==> config.mk <==
export PLATFORM = sky130hd
export DESIGN_NAME = led_sequencer
export DESIGN_NICKNAME = d
export VERILOG_FILES = /design/src/rtl/sale_terminal_pkg.sv /design/src/rtl/ms_tick_gen.sv /design/src/rtl/led_sequencer.sv
export SDC_FILE = /design/constraint.sdc
export NUM_CORES = 1
export LEC_CHECK = 0
export ABC_AREA = 0
export BUFFER_PORTS_ARGS = -buffer_cell sky130_fd_sc_hd__buf_2
export CELL_PAD_IN_SITES_DETAIL_PLACEMENT = 1
export CELL_PAD_IN_SITES_GLOBAL_PLACEMENT = 1
export CORE_ASPECT_RATIO = 1.25
export CORE_MARGIN = 2
export CORE_UTILIZATION = 41
export DETAILED_ROUTE_END_ITERATION = 12
export GPL_TIMING_DRIVEN = 0
export PLACE_DENSITY = 0.79
export SLEW_MARGIN = 20
export SYNTH_ARGS = -nofsm -noshare
export SYNTH_HDL_FRONTEND = slang
export SYNTH_SLANG_ARGS = --single-unit
==> constraint.sdc <==
create_clock -name CLOCK_50 -period 2.5 [get_ports CLOCK_50]
set_clock_uncertainty 0.05 [all_clocks]
set_input_delay 0.5 -clock CLOCK_50 [delete_from_list [all_inputs] [get_ports CLOCK_50]]
set_output_delay 0.5 -clock CLOCK_50 [all_outputs]
set_load 0.005 [all_outputs]
==> src/rtl/sale_terminal_pkg.sv <==
// Shared definitions for the sale terminal LED display: mode encoding,
// fixed LED patterns and a small pattern helper.
package sale_terminal_pkg;

  localparam int LED_W = 10;

  typedef enum logic [1:0] {
    MODE_NORMAL = 2'b00,
    MODE_ERROR  = 2'b01,
    MODE_DONE   = 2'b10
  } mode_t;

  localparam logic [LED_W-1:0] LED_ALL_ON      = 10'h3FF;
  localparam logic [LED_W-1:0] LED_CHASE_START = 10'h001;

  // Rotate the chase pattern one place left, bit 9 wrapping to bit 0.
  function automatic logic [LED_W-1:0] rotl_led(input logic [LED_W-1:0] v);
    return {v[LED_W-2:0], v[LED_W-1]};
  endfunction

endpackage

==> src/rtl/ms_tick_gen.sv <==
// Free-running millisecond prescaler: ms_tick is high for one clock out of
// every CLK_HZ/1000. Only the asynchronous reset ever clears the count.
module ms_tick_gen #(
  parameter int CLK_HZ = 50_000_000
) (
  input  logic clk,
  input  logic rst_n,
  output logic ms_tick
);

  localparam int DIV = (CLK_HZ / 1000 < 1) ? 1 : CLK_HZ / 1000;
  localparam int CW  = (DIV > 1) ? $clog2(DIV) : 1;
  localparam logic [CW-1:0] LAST = CW'(DIV - 1);

  logic [CW-1:0] cnt;

  // Count 0..DIV-1 and wrap.
  always_ff @(posedge clk or negedge rst_n) begin
    if (!rst_n) begin
      cnt <= '0;
    end else if (cnt == LAST) begin
      cnt <= '0;
    end else begin
      cnt <= cnt + 1'b1;
    end
  end

  assign ms_tick = (cnt == LAST);

endmodule

==> src/rtl/led_sequencer.sv <==
// LED display sequencer: passes the normal status view through, or shows a
// blinking ERROR pattern / a chasing DONE pattern for a hold time. ERROR wins
// over DONE; a DONE request seen during ERROR is remembered and played after.
module led_sequencer
  import sale_terminal_pkg::*;
#(
  parameter int CLK_HZ   = 50_000_000,
  parameter int BLINK_MS = 250,
  parameter int STEP_MS  = 100,
  parameter int HOLD_MS  = 2000
) (
  input  logic        CLOCK_50,
  input  logic        RESET_N,
  input  logic [9:0]  norm_leds,
  input  logic        err_req,
  input  logic        done_req,
  input  logic        clr,
  output logic [9:0]  LEDR,
  output logic [1:0]  mode,
  output logic        busy
);

  localparam int PMAX = (BLINK_MS > STEP_MS) ? BLINK_MS : STEP_MS;
  localparam int TW   = $clog2(PMAX + 1);
  localparam int HW   = $clog2(HOLD_MS + 1);

  localparam logic [HW-1:0] HOLD_LD    = HW'(HOLD_MS);
  localparam logic [TW-1:0] BLINK_LAST = TW'(BLINK_MS - 1);
  localparam logic [TW-1:0] STEP_LAST  = TW'(STEP_MS - 1);

  logic          ms_tick;
  mode_t         state, state_nx;
  logic          pending, pending_nx;
  logic [HW-1:0] hold, hold_nx;
  logic [TW-1:0] ptimer, ptimer_nx;
  logic [9:0]    led_nx;
  logic          busy_nx;
  logic          hold_last, blink_due, step_due;

  ms_tick_gen #(
    .CLK_HZ (CLK_HZ)
  ) u_tick (
    .clk     (CLOCK_50),
    .rst_n   (RESET_N),
    .ms_tick (ms_tick)
  );

  assign hold_last = (hold == HW'(1));
  assign blink_due = (ptimer == BLINK_LAST);
  assign step_due  = (ptimer == STEP_LAST);

  // Next state, pattern timers and next LED pattern.
  always_comb begin
    state_nx   = state;
    pending_nx = pending;
    hold_nx    = hold;
    ptimer_nx  = ptimer;
    led_nx     = LEDR;

    if (clr) begin
      state_nx   = MODE_NORMAL;
      pending_nx = 1'b0;
      hold_nx    = '0;
      ptimer_nx  = '0;
      led_nx     = norm_leds;
    end else begin
      case (state)
        MODE_NORMAL: begin
          if (err_req) begin
            state_nx   = MODE_ERROR;
            pending_nx = done_req;
            hold_nx    = HOLD_LD;
            ptimer_nx  = '0;
            led_nx     = LED_ALL_ON;
          end else if (done_req) begin
            state_nx  = MODE_DONE;
            hold_nx   = HOLD_LD;
            ptimer_nx = '0;
            led_nx    = LED_CHASE_START;
          end else begin
            led_nx = norm_leds;
          end
        end

        MODE_ERROR: begin
          pending_nx = pending | done_req;
          if (ms_tick) begin
            hold_nx = hold - 1'b1;
            if (blink_due) begin
              ptimer_nx = '0;
              led_nx    = ~LEDR;
            end else begin
              ptimer_nx = ptimer + 1'b1;
            end
          end
          // A repeated error request extends the display but keeps the blink phase.
          if (err_req) begin
            hold_nx = HOLD_LD;
          end else if (ms_tick && hold_last) begin
            if (pending_nx) begin
              state_nx   = MODE_DONE;
              pending_nx = 1'b0;
              hold_nx    = HOLD_LD;
              ptimer_nx  = '0;
              led_nx     = LED_CHASE_START;
            end else begin
              state_nx  = MODE_NORMAL;
              hold_nx   = '0;
              ptimer_nx = '0;
              led_nx    = norm_leds;
            end
          end
        end

        MODE_DONE: begin
          if (err_req) begin
            state_nx   = MODE_ERROR;
            pending_nx = done_req;
            hold_nx    = HOLD_LD;
            ptimer_nx  = '0;
            led_nx     = LED_ALL_ON;
          end else begin
            if (ms_tick) begin
              hold_nx = hold - 1'b1;
              if (step_due) begin
                ptimer_nx = '0;
                led_nx    = rotl_led(LEDR);
              end else begin
                ptimer_nx = ptimer + 1'b1;
              end
            end
            // A repeated done request extends the display and keeps the chase position.
            if (done_req) begin
              hold_nx = HOLD_LD;
            end else if (ms_tick && hold_last) begin
              state_nx  = MODE_NORMAL;
              hold_nx   = '0;
              ptimer_nx = '0;
              led_nx    = norm_leds;
            end
          end
        end

        default: begin
          state_nx   = MODE_NORMAL;
          pending_nx = 1'b0;
          hold_nx    = '0;
          ptimer_nx  = '0;
          led_nx     = norm_leds;
        end
      endcase
    end

    busy_nx = (state_nx != MODE_NORMAL) || pending_nx;
  end

  // State, counters and all outputs are registered.
  always_ff @(posedge CLOCK_50 or negedge RESET_N) begin
    if (!RESET_N) begin
      state   <= MODE_NORMAL;
      pending <= 1'b0;
      hold    <= '0;
      ptimer  <= '0;
      LEDR    <= '0;
      busy    <= 1'b0;
    end else begin
      state   <= state_nx;
      pending <= pending_nx;
      hold    <= hold_nx;
      ptimer  <= ptimer_nx;
      LEDR    <= led_nx;
      busy    <= busy_nx;
    end
  end

  assign mode = state;

endmodule
# Word-level counts from Yosys, hierarchy flattened
# Index checks and enable logic that the tools add are counted.
[op_classes]
n_eq_ne = 7
bitwise_logic = 2
mux = 54
add_sub_neg = 3
n_reduce_logical = 5
[ops]
columns = ["operator", "count"]
rows = [
  ["$mux W10", 13],
  ["$mux W11", 10],
  ["$mux W8", 12],
  ["$pmux W11 S3", 1],
  ["$pmux W10 S3", 1],
  ["$pmux W8 S3", 1],
  ["$mux W2", 9],
  ["$add A16 B1 Y16 const B", 1],
  ["$eq A16 B16 Y1 const B", 1],
  ["$mux W16", 1],
  ["$eq A11 B1 Y1 const B", 1],
  ["$sub A11 B1 Y11 const B", 1],
  ["$not A10 Y10", 1],
  ["$add A8 B1 Y8 const B", 1],
  ["$eq A8 B7 Y1 const B", 1],
  ["$eq A8 B8 Y1 const B", 1],
  ["$pmux W2 S3", 1],
  ["$mux W1", 4],
  ["$ne A4 B4 Y1 const B", 1],
  ["$eq A2 B1 Y1 const B", 1],
  ["$eq A2 B2 Y1 const B", 1],
  ["$logic_not A2 Y1", 1],
  ["$pmux W1 S2", 1],
  ["$reduce_bool A2 Y1", 1],
  ["4 further kinds", 4],
]
[totals]
out_inout_bits = 13
regBits = 49

# Depth between registers and ports, before layout
# Gate-level depths: netlist (run 1).
[logic_depth]
depth_word = 9
depth_mapped = 11

# Cells and area by module
# From an unflattened synthesis (run 1), not the netlist that was laid out.
[hier_totals]
cells_unflattened = 427
hier_area_um2 = 3495.9
[by_module_without_submodules]
columns = ["module", "seq_area_each_um2", "area_each_um2", "cells_each", "n_inst"]
rows = [
  ["led_sequencer", 825.8, 2745.1, 359, 1],
  ["ms_tick_gen", 400.4, 750.7, 68, 1],
]

# Worst setup path after synthesis (run 1)
# Ideal clock, no wire load.
[synth_path]
path_type = "reg2reg"
startpoint = "reg hold[1]"
endpoint = "reg ptimer[5]"
stages_incl_launch_ff = 12
setup_ps = 136
n_path_buf = 2
t_required_ps = 2314
t_arrival_ps = 2522
slack_ps = -208
path_cell_list = "dfrtp_1 > inv_1 > ha_1 > or4b_1 > or3_1 > buf_6 > o41ai_4 > a2bb2oi_2 > nor4bb_1 > buf_6 > a41oi_1 > a31oi_1"
[synth_via]
elab_chain_len = 7
word_cells_on_any_way = 9
[synth_rtl]
columns = ["element", "line", "text"]
rows = [
  ["start: declaration", "led_sequencer.sv:34", "logic [HW-1:0] hold, hold_nx;"],
  ["start signal: assignment", "led_sequencer.sv:169", "hold <= hold_nx;"],
  ["$eq A11 B1 Y1 *", "led_sequencer.sv:48", "assign hold_last = (hold == HW'(1));"],
  ["$logic_and A1 B1 Y1 *", "led_sequencer.sv:99, led_sequencer.sv:135", ""],
  ["$mux W8", "led_sequencer.sv:135", "end else if (ms_tick && hold_last) begin"],
  ["$mux W8", "led_sequencer.sv:133", "if (done_req) begin"],
  ["$mux W8", "led_sequencer.sv:116", "if (err_req) begin"],
  ["$pmux W8 S3 *", "led_sequencer.sv:67", "case (state)"],
  ["$mux W8 *", "led_sequencer.sv:60", "if (clr) begin"],
  ["end signal: assignment", "led_sequencer.sv:170", "ptimer <= ptimer_nx;"],
  ["end: declaration", "led_sequencer.sv:35", "logic [TW-1:0] ptimer, ptimer_nx;"],
]
# Every way passes the cells marked *; elsewhere a longest branch is shown, timed or not.
# A chain may end at the register's enable or synchronous reset.

# Worst setup path in the final report (run 1)
[layout_path]
startpoint = "reg hold[1]"
endpoint = "reg ptimer[6]"
# The elaborated chain is that of the path after synthesis.

==> impl_metrics.toml, run 1 <==
[run_status]
outcome = "finished, violations left"
violations = "negative setup slack"

[global_route]
grt_use_total = 0.231
antenna_found_initial = 0
grt_max_degree = 50
grt_pass1_vias = 2979
grt_pass1_wl_um = 14800
grt.overflow.total = 0

[flow_run]
max_cap_viol_count = 0

[final_layout]
drive_above_1_share = 0.255
area_growth_syn_to_layout_pct = 23.9
stdcell_area_um2 = 3810
nets = 415
antenna_cells = 0
final_cell_count_no_fill = 484

[yosys]
synth_edf_count = 0
seq_area_frac_synth = 0.399
syn_nets = 367
yosys_most_used_dff = "dfrtp_1"
synth_cell_types = 55
yosysWarnings = 0
synth_area_um2 = 3070
syn_area_per_cell_um2 = 8.96
synth_seq_cells = 49
async_flop_share = 1.00
postSynthCellCount = 343

[floorplanning]
start_util = 0.420
ios = 28
fp.coreArea_um2 = 7310
fp.dieW_um = 81.4
die_h_um = 101
rows = 35
dieArea_um2 = 8210

[clock_tree]
clockBufferDepth = 2
clkTransAtPathRegs_ns = 0.11
h-tree-depth = 2
cts_tree = "done"
insertion_delay_ns = 0.32
clock-sinks = 49
cts_buffers = 5
postCtsHoldBufs = 0
cts-root-buf = "clkbuf_8"

[setup_path]
cp_data_arrival_time_ns = 3.08
crit_type = "reg -> reg"
worstPathRequired_ns = 2.64
end_kind = "register"
worst-path-max-fanout = 6
worst_setup_path_start_kind = "register"

[sta]
hold_viol = 0
maxSlewViolCount = 0
timing.setup.tns_ns = -9.85
maxSlewHeadroom = 0.452
hold_slack_ns = 0.146
finalCritPeriodShare = 1.18
fin_crit_ns = 2.94
max_clock_freq_mhz = 340
fin_ws_ns = -0.443
rsz0062_at_grt = "yes"
worst_pin_slew_ns = 0.819
finalSetupViolCount = 33

[route]
drtAntennaViolNets = 0
drt-pass1-iter-count = 6
drt-total-wl_um = 9190
drt_iter0_drc = 171
drc = 0
vias_per_cell = 6.01
via_count = 2908
post_drt_wl_per_cell_um = 19.0

[pwr]
power-per-cell-area_nw_per_um2 = 528
p_leak_nw = 1.64
p_sw_frac = 0.293
finalPower_w = 0.00201
intPower_w = 0.00142
seqPwrFrac = 0.446
p_comb_frac = 0.206
worst_ir_drop_vdd_mv = 0.245
switchingPower_w = 0.000590
clockPowerShare = 0.349

[place]
dpl.hpwl_um = 6170
portBuffers = 26
place_inst = 461
place.gp.congestion = 0.851
place_area_um2 = 3320

[min_path]
hp-class = "in -> async"
through the flow:
stage | worst slack (ns) | utilization
6_report | -0.443 | 0.521
4_1_cts | -0.427 | 0.496
3_5_place_dp | -0.611 | 0.454
2_1_floorplan | -0.207 | -
5_1_grt | -0.531 | 0.521
3_3_place_gp | -0.540 | 0.454
cells in the final DEF (no fill, tap or decap), drive strengths merged, types with 11 or more instances in the layout:
master / n
o21ai: 30
nand2: 39
xor2: 11
buf: 50
nand3: 14
clkbuf: 14
a21oi: 20
dfrtp: 49
nor3: 11
nor2: 27
logic make-up after synthesis:
kind of cell / after synthesis / synth area share
and+or+nand+nor: 138 / 0.235
AOI/OAI and AO/OA: 93 / 0.208
DFF: 49 / 0.399
buffers and inverters: 26 / 0.0375
xor gates and xnor gates: 18 / 0.0513
muxes: 10 / 0.0330
adders and majority gates: 9 / 0.0366
area by class of cell:
class	instances	area, um2
Fill cell	832	3510
Multi-Input combinational cell	268	1940
Sequential cell	49	1230
Timing Repair Buffer	43	275
Tap cell	92	115
Buffer	16	86.3
Clock buffer	5	68.8
Clock inverter	3	68.8
Inverter	8	30.0
final timing paths:
kind	from	endpoint	slack [ns]	cells after the start
setup / recovery	hold[1]$_DFFE_PN0P_	ptimer[6]$_DFFE_PN0P_	-0.44	11
hold / removal	RESET_N	u_tick.cnt[14]$_DFF_PN0_	0.15	1
hold reg to reg	u_tick.cnt[0]$_DFF_PN0_	u_tick.cnt[0]$_DFF_PN0_	0.42	1
setup reg to reg	hold[1]$_DFFE_PN0P_	ptimer[6]$_DFFE_PN0P_	-0.44	11
min in group CLOCK_50	norm_leds[8]	LEDR[8]$_DFF_PN0_	0.32	3
max in group asynchronous	RESET_N	hold[0]$_DFFE_PN0P_	1.77	1
power groups by stage:
stage / Sequential (W) / Combinational (W) / Clock, W
2_1_floorplan: 0.000896 / 0.000214 / 0
3_3_place_gp: 0.000904 / 0.000326 / 0
3_5_place_dp: 0.000906 / 0.000338 / 0
4_1_cts: 0.000892 / 0.000369 / 0.000715
5_1_grt: 0.000903 / 0.000453 / 0.000751
6_report: 0.000895 / 0.000413 / 0.000700
state kept, by name, summed over array words and instances, names as in the netlist:
signal      flops
u_tick.cnt     16
hold           11
LEDR           10
ptimer          8
mode            2
busy            1
pending         1
Yosys cell counts, types with 4 or more instances:
cell,instances,area [um2]
o21ai_0,29,145
a31oi_1,5,31.3
inv_1,8,30.0
xnor2_1,7,61.3
a41oi_1,4,35.0
or3_1,4,25.0
a21oi_1,20,100
nor3_1,11,55.1
or4_1,4,30.0
nand3_1,13,65.1
o31ai_1,7,52.6
nand2_1,39,146
and3_1,5,31.3
or2_2,5,31.3
xor2_1,11,96.3
mux2i_1,9,90.1
dfrtp_1,49,1230
ha_1,9,113
nor2_1,27,101
o22ai_1,4,25.0
nand2b_1,4,25.0
clkbuf_1,11,41.3
a211oi_1,6,45.0
worst max-delay path: stages (launching register included):
cell and delay (ns):
dfrtp_1 0.41, inv_2 0.09, ha_4 0.14, or4b_4 0.45, or3_4 0.35, buf_8 0.15, o41a_1 0.48, a2bb2oi_4 0.24
nor4bb_4 0.08, buf_6 0.15, a41oi_2 0.17, a31oi_1 0.06
layer usage:
layer	share of wire	vias to the layer above	wire length, um	global-route usage
met4	0.014	0	131	0.0522
met3	0.026	16	237	0.0278
li1	-	1352	-	-
met1	0.42	1485	3870	0.285
met5	0	-	0	0
met2	0.54	55	4950	0.421
what timing repair did:
action | in CTS | in global routing
setup buffers | 8 | 8
cloned | 1 | 0
pin swaps | 11 | 14
setup endpoints to repair | 34 | 33
gates resized for setup | 25 | 36
(Power assumes the default switching activity.)
==> inputs of run 2 (changes only) <==
SETUP_SLACK_MARGIN = 0.5   (was default)
==> impl_metrics.toml, run 2 (synthesis gave the netlist of run 1 again) <==
[sta]
worst_pin_slew_ns = 0.773
fin_crit_ns = 2.92
hold_slack_ns = 0.133
rsz0062_at_grt = "yes"
maxSlewViolCount = 0
finalSetupViolCount = 32
finalCritPeriodShare = 1.17
hold_viol = 0
fin_ws_ns = -0.418
maxSlewHeadroom = 0.485
max_clock_freq_mhz = 343

[flow_run]
max_cap_viol_count = 0

[pwr]
p_comb_frac = 0.225
intPower_w = 0.00121
seqPwrFrac = 0.494
worst_ir_drop_vdd_mv = 0.274
p_leak_nw = 1.62
clockPowerShare = 0.280
power-per-cell-area_nw_per_um2 = 478
p_sw_frac = 0.330
switchingPower_w = 0.000598

[global_route]
grt_pass1_wl_um = 14800
grt_pass1_vias = 2985
grt_max_degree = 50
grt_use_total = 0.229
antenna_found_initial = 0
grt.overflow.total = 0

[setup_path]
crit_type = "reg -> reg"
crit_path_max_incr_delay_ns = 0.44
worst_setup_path_start_kind = "register"
worstPathRequired_ns = 2.64
end_kind = "register"
crit_family = "simple AND/OR/NAND/NOR gates"
worst-path-buf-inv = 4
crit_path_cell_trace = "inv_2, ha_4, or4b_1, or3_4, buf_8, o41ai_4, buf_4, a2bb2oi_4, nor4bb_4, buf_6, a41oi_2, a31oi_1"
cp_data_arrival_time_ns = 3.06
worst-path-max-fanout = 6
crit_slowest_cell = "or4b_1"

[final_layout]
utilization = 0.518
area_growth_syn_to_layout_pct = 23.3
multi_input_area_um2 = 2000
final_cell_mix = "dfrtp_1 (48), nand2_1 (38), nor2_1 (26), buf_2 (26), o21ai_0 (16)"
fillers = 834
largest_reg_flops = 16
nets = 410
antenna_cells = 0
largest_register = "u_tick.cnt"
drive_above_1_share = 0.289
seq_area_um2 = 1230
top_regs = "u_tick.cnt x16, hold x11, LEDR x10"
stdcell_area_um2 = 3790
final_common_cell = "dfrtp_1"

[run_status]
violations = "negative setup slack"
outcome = "finished, violations left"

[floorplanning]
ios = 28
start_util = 0.420
fp.dieW_um = 81.4
die_h_um = 101
fp.coreArea_um2 = 7310
dieArea_um2 = 8210
rows = 35

[place]
place_area_um2 = 3330
dpl_worst_slack_ns = -0.654
place.gp.congestion = 0.866
portBuffers = 26
dpl.hpwl_um = 6230

[clock_tree]
clockBufferDepth = 2
clock-sinks = 49
clkTransAtPathRegs_ns = 0.11
h-tree-depth = 2
cts_buffers = 5
insertion_delay_ns = 0.33
postCtsHoldBufs = 0
cts-root-buf = "clkbuf_8"
cts_tree = "done"

[route]
drt_iter0_drc = 159
drc = 0
vias_per_cell = 5.94
via_count = 2846
post_drt_wl_per_cell_um = 18.8
drt-pass1-iter-count = 4
drt-total-wl_um = 9020
drtAntennaViolNets = 0

[min_path]
hp-class = "in -> async"
[run 2: final timing paths]
kind,from,end,slack [ns],depth (start not counted)
worst max-delay path,hold[1]$_DFFE_PN0P_,ptimer[6]$_DFFE_PN0P_,-0.42,12
worst min-delay path,RESET_N,u_tick.cnt[13]$_DFF_PN0_,0.13,1
worst max register to register,hold[1]$_DFFE_PN0P_,ptimer[6]$_DFFE_PN0P_,-0.42,12
worst min register to register,u_tick.cnt[0]$_DFF_PN0_,u_tick.cnt[0]$_DFF_PN0_,0.41,1
max in group asynchronous,RESET_N,hold[0]$_DFFE_PN0P_,1.80,1
min in group CLOCK_50,norm_leds[8],LEDR[8]$_DFF_PN0_,0.32,3
[run 2: metrics by stage]
stage / total power, W / instances / TNS (ns)
2_1_floorplan: 0.00111 / 343 / -2.29
3_3_place_gp: 0.00123 / 461 / -12.36
3_5_place_dp: 0.00125 / 461 / -14.89
4_1_cts: 0.00177 / 476 / -8.76
5_1_grt: 0.00190 / 479 / -11.06
6_report: 0.00181 / 479 / -7.95
[run 2: per-layer routing]
metal	track usage	vias to the layer above	routed length, um
met3	0.0323	11	209
met5	0	-	0
met2	0.417	44	5000
met4	0.0678	0	141
met1	0.275	1450	3670
li1	-	1341	-
[run 2: worst register-to-register path, delay by kind of cell, from the launching register on]
family / cells / cell delay [ns]
flops: 1 / 0.41
compound gates: 4 / 0.73
simple gates: 3 / 0.87
buf+inv: 4 / 0.60
fa+ha+maj: 1 / 0.13
[run 2: layout make-up]
cell class,count,area share
Clock inverter,3,0.00661
Tap cell,92,0.0304
Multi-Input combinational cell,268,0.527
Buffer,18,0.0310
Sequential cell,49,0.324
Clock buffer,5,0.0182
Timing Repair Buffer,36,0.0548
Inverter,8,0.00793
[run 2: power groups by stage]
stage / Clock [W] / Combinational, W / Sequential, W
after global placement: 0 / 0.000328 / 0.000904
after global routing: 0.000546 / 0.000450 / 0.000904
after floorplan: 0 / 0.000214 / 0.000896
final: 0.000508 / 0.000408 / 0.000896
after CTS: 0.000509 / 0.000369 / 0.000891
after detailed placement: 0 / 0.000342 / 0.000905
[run 2: what timing repair did]
| item | in CTS | in global routing |
|---|---|---|
| setup buffers | 6 | 3 |
| pin swaps | 14 | 22 |
| endpoints found under the setup margin | 41 | 34 |
| cloned | 1 | 0 |
| gates resized for setup | 27 | 59 |
==> inputs of run 3 (changes only) <==
GPL_TIMING_DRIVEN = default   (was 0)
SKIP_LAST_GASP = 1   (was default)
==> impl_metrics.toml, run 3 (synthesis gave the netlist of run 1 again) <==
[sta]
rsz0062_at_grt = "yes"
maxSlewHeadroom = 0.532
max_clock_freq_mhz = 353
hold_slack_ns = 0.138
maxSlewViolCount = 0
finalSetupViolCount = 27
fin_crit_ns = 2.84
finalCritPeriodShare = 1.13
fin_ws_ns = -0.336
hold_viol = 0
worst_pin_slew_ns = 0.699

[final_layout]
largest_register = "u_tick.cnt"
largest_reg_flops = 16
nets = 477
final_cell_mix = "buf_4 (83), dfrtp_1 (49), nand2_1 (36), buf_2 (27), nor2_1 (26)"
top_regs = "u_tick.cnt x16, hold x11, LEDR x10"
antenna_cells = 0
drive_above_1_share = 0.421
fillers = 812
area_growth_syn_to_layout_pct = 43.0
utilization = 0.601
final_common_cell = "buf_4"
stdcell_area_um2 = 4400

[min_path]
hp-class = "in -> async"

[pwr]
p_leak_nw = 2.02
worst_ir_drop_vdd_mv = 0.294
finalPower_w = 0.00194
power-per-cell-area_nw_per_um2 = 440

[global_route]
grt.overflow.total = 0
grt_max_degree = 29
grt_pass1_vias = 3399
grt_use_total = 0.279
antenna_found_initial = 0
grt_pass1_wl_um = 17400

[clock_tree]
cts_buffers = 5
clockBufferDepth = 2
clkTransAtPathRegs_ns = 0.11
cts-root-buf = "clkbuf_8"
h-tree-depth = 2
clock-sinks = 49
cts_tree = "done"
insertion_delay_ns = 0.32

[setup_path]
worst_setup_path_start_kind = "register"
crit_path_cell_trace = "inv_2, ha_4, or4b_1, or3_4, buf_6, nor4_4, buf_4, nand3b_1, o211ai_1, nand2_1, o32a_1"
reg2reg_slack_ns = -0.34
crit_type = "reg -> reg"
worstPathRequired_ns = 2.67
rr_startpoint = "hold[1]$_DFFE_PN0P_"
cp_data_arrival_time_ns = 3.00
crit_slowest_cell = "or4b_1"
reg2reg_depth = 11
crit_path_max_incr_delay_ns = 0.43
worst-path-max-fanout = 4
startpoint = "hold[1]$_DFFE_PN0P_"
end_kind = "register"
rr_endpoint = "LEDR[0]$_DFF_PN0_"

[route]
via_count = 3312
drc = 0
drt-total-wl_um = 11900
vias_per_cell = 6.07
drt_iter0_drc = 197
post_drt_wl_per_cell_um = 21.8
drtAntennaViolNets = 0
drt-pass1-iter-count = 4

[place]
place.gp.congestion = 0.876
portBuffers = 27
dpl.hpwl_um = 7290
place_area_um2 = 3800

[run_status]
violations = "negative setup slack"
outcome = "finished, violations left"

[flow_run]
max_cap_viol_count = 0

[floorplanning]
die_h_um = 101
ios = 28
start_util = 0.420
dieArea_um2 = 8210
fp.coreArea_um2 = 7310
fp.dieW_um = 81.4
rows = 35
## run 3: cell count changes in the layout (fill, tap and decap cells not counted), moves of 3 or more
cell	previous run	this run
o21ai_2	9	6
clkbuf_2	3	0
buf_6	4	10
clkbuf_1	6	0
buf_4	12	83
o21ai_0	16	10
o22ai_2	1	4
a21oi_1	13	16
o21ai_1	5	14
o22ai_1	3	0
a21oi_2	7	4
## run 3: worst max-delay path by stage
stage	cells after the start	endpoint	slack [ns]
3_3_place_gp	10	ptimer[3]$_DFFE_PN0P_	-0.37
4_1_cts	10	LEDR[1]$_DFF_PN0_	-0.24
2_1_floorplan	11	ptimer[6]$_DFFE_PN0P_	-0.21
3_5_place_dp	10	ptimer[3]$_DFFE_PN0P_	-0.54
6_report	11	LEDR[0]$_DFF_PN0_	-0.34
5_1_grt	11	LEDR[0]$_DFF_PN0_	-0.44
## run 3: report_power, final
part	switching, W	internal (W)
combinational	0.000294	0.000237
clock	0.000315	0.000203
sequential	0.0000475	0.000838
## run 3: area by class of cell
class / count / area (um2) / area share
Timing Repair Buffer: 121 / 891 / 0.203
Clock inverter: 3 / 25.0 / 0.00569
Clock buffer: 5 / 68.8 / 0.0157
Tap cell: 92 / 115 / 0.0262
Inverter: 8 / 30.0 / 0.00683
Sequential cell: 49 / 1230 / 0.279
Multi-Input combinational cell: 268 / 2040 / 0.464
## run 3: repair_timing
action                     4_1_cts  5_1_grt
gates resized for setup         59       33
setup endpoints to repair       33       33
hold buffers                     0        0
cloned                           0        0
pin swaps                       24       15
buffers inserted                 9       11
## run 3: worst max-delay path, delay by kind of cell, from the launching register on
family	cells	cell delay, ns
simple gates	5	1.23
compound gates	2	0.48
buf+inv	3	0.42
flops	1	0.40
fa+ha+maj	1	0.14
## run 3: routing by layer
metal | wire, um | GRT usage | up-vias
li1 | - | - | 1480
met1 | 4280 | 0.304 | 1660
met2 | 6510 | 0.516 | 124
met3 | 451 | 0.0367 | 48
met4 | 689 | 0.140 | 0
met5 | 0 | 0 | -
## run 3: stage by stage
step           setup slack (ns)  setup TNS (ns)  cells
6_report                 -0.336           -4.01    546
5_1_grt                  -0.437           -6.42    546
4_1_cts                  -0.242           -2.85    535
3_5_place_dp             -0.538          -10.07    518
3_3_place_gp             -0.369           -5.57    518
2_1_floorplan            -0.207           -2.29    343
